**src/rtl/calc_pkg.sv**
```systemverilog
// Shared definitions for the calc_ops result path: app codes, word layout,
// requester indices and the output sequencer state encoding.
package calc_pkg;

  localparam int HDR_W     = 8;
  localparam int PAYLOAD_W = 40;
  localparam int WORD_W    = HDR_W + PAYLOAD_W;

  localparam logic [2:0] APP_ADD = 3'b001;
  localparam logic [2:0] APP_MUL = 3'b010;
  localparam logic [2:0] APP_SHF = 3'b011;

  localparam int         NUM_REQ = 3;
  localparam logic [1:0] REQ_ADD = 2'd0;
  localparam logic [1:0] REQ_MUL = 2'd1;
  localparam logic [1:0] REQ_SHF = 2'd2;

  typedef enum logic [1:0] {
    ST_IDLE = 2'd0,
    ST_SEND = 2'd1,
    ST_GAP  = 2'd2
  } state_e;

  function automatic logic [WORD_W-1:0] make_word(
    input logic [2:0]           app,
    input logic                 sel,
    input logic [2:0]           idx,
    input logic [PAYLOAD_W-1:0] payload
  );
    return {app, 1'b0, sel, idx, payload};
  endfunction

endpackage

```
**src/rtl/rr_arbiter3.sv**
```systemverilog
// 3-way round-robin picker: grants the first asserted request found when
// searching upward from ptr, wrapping modulo 3.
module rr_arbiter3
  import calc_pkg::*;
(
  input  logic [2:0] req,
  input  logic [1:0] ptr,
  output logic [2:0] gnt
);

  logic [2:0] cand [NUM_REQ];
  logic [2:0] hit;

  for (genvar gi = 0; gi < NUM_REQ; gi++) begin : g_search
    logic [2:0] sum;
    assign sum      = {1'b0, ptr} + 3'(gi);
    assign cand[gi] = (sum >= 3'd3) ? sum - 3'd3 : sum;
    assign hit[gi]  = req[cand[gi][1:0]];
  end

  always_comb begin
    gnt = 3'b000;
    if (hit[0])      gnt = 3'b001 << cand[0];
    else if (hit[1]) gnt = 3'b001 << cand[1];
    else if (hit[2]) gnt = 3'b001 << cand[2];
  end

endmodule

```
**src/rtl/calc_result_arbiter.sv**
```systemverilog
// Round-robin arbiter and frame sequencer sharing the 48-bit result-write
// port between the ADD, MUL and SHIFT datapaths.
module calc_result_arbiter
  import calc_pkg::*;
#(
  parameter int unsigned GAP_CYCLES = 2
) (
  input  logic              clk,
  input  logic              rstn,
  input  logic [2:0]        req_valid,
  output logic [2:0]        req_ready,
  input  logic [2:0]        req_sel,
  input  logic [79:0]       add_c,
  input  logic [159:0]      mul_c,
  input  logic [79:0]       shf_c,
  input  logic              dout_full,
  output logic [WORD_W-1:0] dataout,
  output logic              wren,
  output logic              busy,
  output logic [1:0]        grant_id
);

  state_e            state_q;
  logic [1:0]        rr_ptr_q;
  logic [1:0]        grant_id_q;
  logic [1:0]        wcnt_q;
  logic [2:0]        gcnt_q;
  logic [2:0]        app_q;
  logic              sel_q;
  logic [159:0]      data_q;
  logic [WORD_W-1:0] dataout_q;
  logic              wren_q;
  logic              busy_q;

  logic [2:0]           gnt_d;
  logic [1:0]           win_d;
  logic [1:0]           last_wcnt_d;
  logic                 last_word_d;
  logic [2:0]           idx_d;
  logic [PAYLOAD_W-1:0] payload_d;
  logic [WORD_W-1:0]    word_d;

  rr_arbiter3 u_rr (
    .req (req_valid),
    .ptr (rr_ptr_q),
    .gnt (gnt_d)
  );

  always_comb begin
    win_d = REQ_ADD;
    if (gnt_d[REQ_MUL])      win_d = REQ_MUL;
    else if (gnt_d[REQ_SHF]) win_d = REQ_SHF;
  end

  assign req_ready = (state_q == ST_IDLE) ? gnt_d : 3'b000;

  // 2-word results sit in the low 80 bits of data_q, so the 40-bit segment
  // to send counts down from the frame's last word index.
  always_comb begin
    last_wcnt_d = (app_q == APP_MUL) ? 2'd3 : 2'd1;
    last_word_d = (wcnt_q == last_wcnt_d);
    idx_d       = (app_q == APP_MUL) ? {1'b0, wcnt_q} + 3'd1 : {1'b0, wcnt_q};
    case (last_wcnt_d - wcnt_q)
      2'd3:    payload_d = data_q[159:120];
      2'd2:    payload_d = data_q[119:80];
      2'd1:    payload_d = data_q[79:40];
      default: payload_d = data_q[39:0];
    endcase
    word_d = make_word(app_q, sel_q, idx_d, payload_d);
  end

  always_ff @(posedge clk or negedge rstn) begin
    if (!rstn) begin
      state_q    <= ST_IDLE;
      rr_ptr_q   <= 2'd0;
      grant_id_q <= 2'd0;
      wcnt_q     <= 2'd0;
      gcnt_q     <= 3'd0;
      app_q      <= APP_ADD;
      sel_q      <= 1'b0;
      data_q     <= '0;
      dataout_q  <= '0;
      wren_q     <= 1'b0;
      busy_q     <= 1'b0;
    end else begin
      wren_q    <= 1'b0;
      dataout_q <= '0;
      case (state_q)
        ST_IDLE: begin
          if (|gnt_d) begin
            grant_id_q <= win_d;
            rr_ptr_q   <= (win_d == REQ_SHF) ? REQ_ADD : win_d + 2'd1;
            wcnt_q     <= 2'd0;
            sel_q      <= req_sel[win_d];
            case (win_d)
              REQ_MUL: begin app_q <= APP_MUL; data_q <= mul_c;           end
              REQ_SHF: begin app_q <= APP_SHF; data_q <= {80'd0, shf_c}; end
              default: begin app_q <= APP_ADD; data_q <= {80'd0, add_c}; end
            endcase
            state_q <= ST_SEND;
            busy_q  <= 1'b1;
          end
        end
        ST_SEND: begin
          if (!dout_full) begin
            wren_q    <= 1'b1;
            dataout_q <= word_d;
            wcnt_q    <= wcnt_q + 2'd1;
            if (last_word_d) begin
              gcnt_q <= 3'd0;
              if (GAP_CYCLES > 0) begin
                state_q <= ST_GAP;
              end else begin
                state_q <= ST_IDLE;
                busy_q  <= 1'b0;
              end
            end
          end
        end
        ST_GAP: begin
          if (gcnt_q == 3'(GAP_CYCLES - 1)) begin
            state_q <= ST_IDLE;
            busy_q  <= 1'b0;
          end else begin
            gcnt_q <= gcnt_q + 3'd1;
          end
        end
        default: begin
          state_q <= ST_IDLE;
          busy_q  <= 1'b0;
        end
      endcase
    end
  end

  assign dataout  = dataout_q;
  assign wren     = wren_q;
  assign busy     = busy_q;
  assign grant_id = grant_id_q;

endmodule

```
**config.mk**
```make
export PLATFORM = sky130hd
export DESIGN_NAME = calc_result_arbiter
export DESIGN_NICKNAME = d
export VERILOG_FILES = /design/src/rtl/calc_pkg.sv /design/src/rtl/rr_arbiter3.sv /design/src/rtl/calc_result_arbiter.sv
export SDC_FILE = /design/constraint.sdc
export NUM_CORES = 1
export LEC_CHECK = 0
export CAP_MARGIN = 40
export CORE_MARGIN = 4
export CORE_UTILIZATION = 46
export CTS_CLUSTER_SIZE = 12
export DETAILED_ROUTE_END_ITERATION = 10
export PLACE_DENSITY = 0.79
export SLEW_MARGIN = 10
export SYNTH_ARGS = -nofsm -noshare
export SYNTH_HDL_FRONTEND = slang
export SYNTH_HIERARCHICAL = 1
export SYNTH_SLANG_ARGS = --single-unit
```
**constraint.sdc**
```tcl
create_clock -name clk -period 3.2 [get_ports clk]
set_input_delay 0.64 -clock clk [delete_from_list [all_inputs] [get_ports clk]]
set_output_delay 0.64 -clock clk [all_outputs]
set_load 0.02 [all_outputs]
```
# Word-level counts from Yosys, hierarchy flattened
# Index checks and enable logic that the tools add are counted.
[op_classes]
addsub = 10
n_lt_le_gt_ge = 7
n_eq_ne = 15
shift = 3
mux = 42
bitwise_logic = 1
n_reduce_logical = 9
[op_table]
columns = ["op", "n"]
rows = [
  ["$pmux 160 s2", 1],
  ["$pmux 40 s3", 1],
  ["$mux 48", 2],
  ["$mux 3", 11],
  ["$mux 2", 10],
  ["$lt 2x3->1 const B", 4],
  ["$shl 1x3->3 const A", 3],
  ["$bmux 1 s2", 4],
  ["$eq 2x2->1 const B", 4],
  ["$mux 1", 8],
  ["$ne 2x2->1 const B", 4],
  ["$pmux 2 s2", 2],
  ["$reduce_and 4->1", 2],
  ["$add 2x1->3 const B", 2],
  ["$eq 2x1->1 const B", 3],
  ["$ge 3x2->1 const B", 2],
  ["$pmux 2 s3", 1],
  ["$pmux 3 s2", 1],
  ["$reduce_and 3->1", 2],
  ["$sub 3x2->3 const B", 2],
  ["$add 2x1->2 const B", 2],
  ["$reduce_bool 2->1", 2],
  ["$add 2x2->3 const B", 1],
  ["$add 3x1->3 const B", 1],
  ["other kinds (12)", 12],
]
[word_totals]
ff_bits = 225
out_inout_bits = 55
elab_cells = 98

# Longest topological paths before layout
[logic_depth]
word_depth = 12
ltp_mapped = 14
depth_no_buf = 10

# Hierarchy
# The synthesis kept the hierarchy.
[by_module_without_submodules]
columns = ["module", "n_inst", "cells_per_inst", "area_per_inst_um2", "seq_area_each_um2"]
rows = [
  ["calc_result_arbiter", 1, 900, 10583.9, 5556.6],
  ["rr_arbiter3", 1, 38, 251.5, 0.0],
]

# Least setup slack after synthesis
# No wires, ideal clock.
[synth_timing]
kind = "register to output"
startpoint = "register rr_ptr_q[0]"
endpoint = "output port req_ready[1]"
t_arrival_ps = 2421
t_required_ps = 2560
setup_slack_ps = 139
path_stages_with_launch = 11
path_cell_list = "dfrtp_1 inv_1 ha_1 buf_2 mux2i_1 nor2_1 or3_1 a31oi_1 buf_2 and2_1 clkbuf_1"
[synth_between]
elab_chain_len = 9
elab_cells_between_ends = 24
[synth_rtl]
columns = ["item", "line", "rtl"]
rows = [
  ["start: declaration", "calc_result_arbiter.sv:24", "logic [1:0] rr_ptr_q;"],
  ["start signal: assignment", "calc_result_arbiter.sv:92", "rr_ptr_q <= (win_d == REQ_SHF) ? REQ_ADD : win_d + 2'd1;"],
  ["$add 2x2->3", "rr_arbiter3.sv:16", "assign sum = {1'b0, ptr} + 3'(gi);"],
  ["$sub 3x2->3 / $ge 3x2->1 (equally long branches)", "rr_arbiter3.sv:17", "assign cand[gi] = (sum >= 3'd3) ? sum - 3'd3 : sum;"],
  ["$mux 3", "rr_arbiter3.sv:17", ""],
  ["$bmux 1 s2", "rr_arbiter3.sv:18", "assign hit[gi] = req[cand[gi][1:0]];"],
  ["$mux 1 (implied by the code)", "rr_arbiter3.sv:18", ""],
  ["$mux 3", "rr_arbiter3.sv:25", "else if (hit[2]) gnt = 3'b001 << cand[2];"],
  ["$mux 3", "rr_arbiter3.sv:24", "else if (hit[1]) gnt = 3'b001 << cand[1];"],
  ["$mux 3 (*)", "rr_arbiter3.sv:23", "if (hit[0]) gnt = 3'b001 << cand[0];"],
  ["named net gnt_d[1]", "calc_result_arbiter.sv:35", "logic [2:0] gnt_d;"],
  ["$mux 3 (*)", "calc_result_arbiter.sv:55", "assign req_ready = (state_q == ST_IDLE) ? gnt_d : 3'b000;"],
  ["end: declaration", "calc_result_arbiter.sv:11", "output logic [2:0] req_ready,"],
]
# The timed path passes the listed nets; every way through them passes the cells marked *. The select of a mux whose other input is x is not followed.

# Final worst setup path
[layout_timing]
startpoint = "register rr_ptr_q[1]"
endpoint = "output port req_ready[0]"
# The elaborated chain is that of the path after synthesis.

==> run summary <==
run status: completed
total via count after detailed routing: 9143
Layout area overhead: 48.6%
FFs w/ async S/R, synth: 100%
synth unique cells: 52
Register-to-Register Path Depth: 14
number of synthesized register bits: 222
effective utilization at floorplan: 47.3%
clock insertion delay at the later pin of the skew report: 0.52 ns
Combinational Power Share: 54.9%
internal power: 10.3 mW
Total Wirelength: 34.6 mm
cell type group with the largest total delay on the critical path: compound AO/OA/AOI/OAI gates
cell area after technology mapping: 10800 sq um
hold_ws: 0.132 ns
launching element type of the critical path: flip-flop
overflow left after global routing: 0
share of power burned in the clock network: 17.3%
number of remaining DRC errors: 0
Yosys warning total: 6
Finished Layout Cells: 1642
hpwl dp: 24.7 mm
Post-Place Cells: 1591
count of nets after finishing: 1647
Avg Cell Area, Syn: 11.6 sq um
number of synthesized flops with an enable pin: 0
Reg-to-Reg End: data_q[26]$_DFFE_PN0P_
gpl congestion: 0.941
share of the clock period used by the worst path after layout: 98.2%
area fraction of the dominant cell type after synthesis: 51.0%
final hold violation count: 0
Core Rows: 55
number of hold buffers added after cts: 0
fill cell count: 1738
Core Area: 22900 sq um
I/O pin count: 384
Setup Viol. Count Final: 0
Static Leakage: 7.14 nW
total number of H-tree levels: 1
overall power: 17.0 mW
ordered list of cells on the worst path: inv_2 -> ha_2 -> mux2i_1 -> o22a_2 -> a21boi_0 -> o21a_1 -> nand2_1 -> inv_1 -> buf_2
Critical path buffers and inverters: 3
full die area: 26100 sq um
via count of the first global-routing pass: 9351
global-route wire length before repair: 52.8 mm
area of the multi-input gates: 4890 sq um
most area-consuming cells after synthesis: sky130_fd_sc_hd__dfrtp_1 51%, sky130_fd_sc_hd__mux4_1 9.7%, sky130_fd_sc_hd__a22o_1 6.5%
Max-slew headroom: 52.1%
Via density: 5.57
max_cap viols: 0
share of total power in sequential cells: 27.8%
TritonCTS clock tree: yes
final routed wire length divided by cell count: 21.1 microns
Die Y: 161 microns
register area share after synthesis: 51.3%
r2r startpoint: rr_ptr_q[1]$_DFFE_PN0P_
global-route usage over all layers: 25.4%
ratio of total power to cell area: 1050 nW/um^2
worst setup skew after layout: 0.00841 ns
switching part of the total power: 39.4%
post-synthesis cell count: 938
register clock-pin slew on the reported worst setup and hold paths: 0.06 ns
final instance area: 16100 sq um
maximum number of pins on one net before global-route repair: 102
data required time of the critical path: 2.56 ns
Tightest Pin Transition: 0.718 ns
Antenna Violating Nets Remaining: 0
Worst setup EP type: output port
kind of critical path: flip-flop to output port
f_max: 0.318 GHz
worst slack at placement: -0.225 ns
Max IR drop VDD: 0.000744 V
largest buffer count on any clock path: 3
maximum fanout encountered on the critical timing path: 4
area used by sequential logic in the layout: 5560 sq um
number of buffers inserted during clock tree synthesis: 25
Hold WC Path Type: input port to asynchronous set/reset pin
share of layout cells above drive strength 1: 8.97%
horizontal die dimension: 161 microns
Clock Root Buffer: sky130_fd_sc_hd__clkbuf_16
number of port buffers: 381
cell type with the highest aggregate area in the netlist: sky130_fd_sc_hd__dfrtp_1
Final Worst Setup Slack: 0.0589 ns
number of antenna violations at the first check in global routing: 3
Post-synth top flop: sky130_fd_sc_hd__dfrtp_1
switching power summed over all nets: 6.68 mW
Tmin final: 3.14 ns
register-to-register path setup slack: 0.08 ns
worst stage delay on the critical path: 0.46 ns
post-detailed-placement cell area: 15100 sq um
first-pass detailed-route iteration total: 5
number of sinks handled by clock tree synthesis: 222
First DRT Iteration DRCs: 502
Slew Limit Fails: 0
Arr. time, crit path: 2.50 ns
slowest stage cell on the critical path: sky130_fd_sc_hd__dfrtp_2
[worst max-delay path by stage]
| stage | start | endpoint | cells after the start |
|---|---|---|---|
| after global routing | rr_ptr_q[1]$_DFFE_PN0P_ | req_ready[0] | 9 |
| after detailed placement | req_valid[1] | data_q[5]$_DFFE_PN0P_ | 11 |
| after global placement | req_valid[1] | data_q[5]$_DFFE_PN0P_ | 11 |
| final | rr_ptr_q[1]$_DFFE_PN0P_ | req_ready[0] | 9 |
| after CTS | rr_ptr_q[1]$_DFFE_PN0P_ | req_ready[0] | 10 |
| after floorplan | rr_ptr_q[0]$_DFFE_PN0P_ | req_ready[1] | 10 |
[state kept, by name (all words and copies together), names as in the netlist]
name,cells
data_q,160
rr_ptr_q,2
grant_id,2
sel_q,1
gcnt_q,3
wcnt_q,2
wren,1
app_q,2
state_q,2
busy,1
dataout,46
[placed cells by master (no fill, tap or decap), types with 2 or more instances in the layout]
cell and n:
sky130_fd_sc_hd__nor3b_1 30, sky130_fd_sc_hd__buf_2 2, sky130_fd_sc_hd__nand2_1 60, sky130_fd_sc_hd__buf_16 2, sky130_fd_sc_hd__clkdlybuf4s50_1 377, sky130_fd_sc_hd__buf_4 35, sky130_fd_sc_hd__a21oi_1 85, sky130_fd_sc_hd__dfrtp_1 219
sky130_fd_sc_hd__ha_1 3, sky130_fd_sc_hd__clkbuf_16 26, sky130_fd_sc_hd__and2_1 42, sky130_fd_sc_hd__nor2_1 93, sky130_fd_sc_hd__a31oi_4 2, sky130_fd_sc_hd__conb_1 2, sky130_fd_sc_hd__a221o_1 30, sky130_fd_sc_hd__a22o_1 80
sky130_fd_sc_hd__diode_2 2, sky130_fd_sc_hd__mux4_1 40, sky130_fd_sc_hd__bufinv_16 3, sky130_fd_sc_hd__buf_12 11, sky130_fd_sc_hd__dfrtp_2 2, sky130_fd_sc_hd__clkbuf_8 6, sky130_fd_sc_hd__nand2b_1 3, sky130_fd_sc_hd__clkbuf_1 3
sky130_fd_sc_hd__clkinv_2 5, sky130_fd_sc_hd__inv_2 3, sky130_fd_sc_hd__o21ai_1 3, sky130_fd_sc_hd__mux2i_1 54, sky130_fd_sc_hd__ha_4 3, sky130_fd_sc_hd__a21o_1 4, sky130_fd_sc_hd__o21ai_0 54, sky130_fd_sc_hd__inv_1 5
sky130_fd_sc_hd__nand3_1 5
[final cells by class]
cell class,count,area share (%)
multi-input combinational,623,30.4
sequential,222,34.5
inverter,8,0.187
clock buffer,34,4.47
clock inverter,9,0.770
tap,313,2.43
timing repair buffer,431,27.2
antenna,2,0.0311
[synth_stat cells, types with 2 or more instances]
cell                       instances
sky130_fd_sc_hd__a21o_1            4
sky130_fd_sc_hd__a21oi_1          86
sky130_fd_sc_hd__a221o_1          30
sky130_fd_sc_hd__a22o_1           80
sky130_fd_sc_hd__a31oi_1           2
sky130_fd_sc_hd__and2_1           43
sky130_fd_sc_hd__buf_1             2
sky130_fd_sc_hd__buf_2            57
sky130_fd_sc_hd__buf_4             6
sky130_fd_sc_hd__buf_6             5
sky130_fd_sc_hd__clkbuf_1         16
sky130_fd_sc_hd__dfrtp_1         221
sky130_fd_sc_hd__ha_1              7
sky130_fd_sc_hd__inv_1             7
sky130_fd_sc_hd__mux2i_1          54
sky130_fd_sc_hd__mux4_1           40
sky130_fd_sc_hd__nand2_1          60
sky130_fd_sc_hd__nand2b_1          4
sky130_fd_sc_hd__nand3_1           5
sky130_fd_sc_hd__nor2_1           93
sky130_fd_sc_hd__nor3b_1          30
sky130_fd_sc_hd__o21ai_0          55
sky130_fd_sc_hd__o21ai_1           2
[metal layers]
layer / part of all wire [%] / up-vias / wire (microns) / track usage [%]
li1: - / 4207 / - / -
met2: 50 / 383 / 17400 / 44.5
met5: 0.038 / - / 13 / 0
met4: 2.6 / 2 / 893 / 6.40
met3: 8.4 / 53 / 2890 / 6.66
met1: 39 / 4498 / 13400 / 31.6
[power groups by stage]
stage / Sequential, mW / Clock (mW) / Combinational, mW
6_report: 4.72 / 2.94 / 9.31
5_1_grt: 4.85 / 3.12 / 10.1
4_1_cts: 4.71 / 2.99 / 9.20
3_5_place_dp: 4.74 / 0 / 9.08
3_3_place_gp: 4.68 / 0 / 8.74
2_1_floorplan: 4.72 / 0 / 5.89
[kinds of logic (layout without fill, tap and decap cells)]
group,Yosys count,after routing,synth area share [%]
other cells,1,4,0.0346
compound gates,269,269,17.0
flops,222,222,51.3
buf+inv,94,482,4.47
xor+xnor,2,2,0.335
fa+ha+maj,7,7,0.808
mux,95,95,14.8
simple gates,248,248,11.3
[timing repair]
action	CTS	global route
endpoints found under the setup margin	3	50
pin swaps	1	0
cloned	0	1
gates resized for setup	15	10
setup buffers	3	2
[per-stage QoR]
stage	TNS (ns)	util, %
final	0	70.2
after global routing	-0.0112	70.2
after CTS	0	69.9
after detailed placement	-10.15	66.0
after global placement	-1.53	65.9
after floorplan	0	-
No activity file was read; power rests on OpenSTA's default activity.
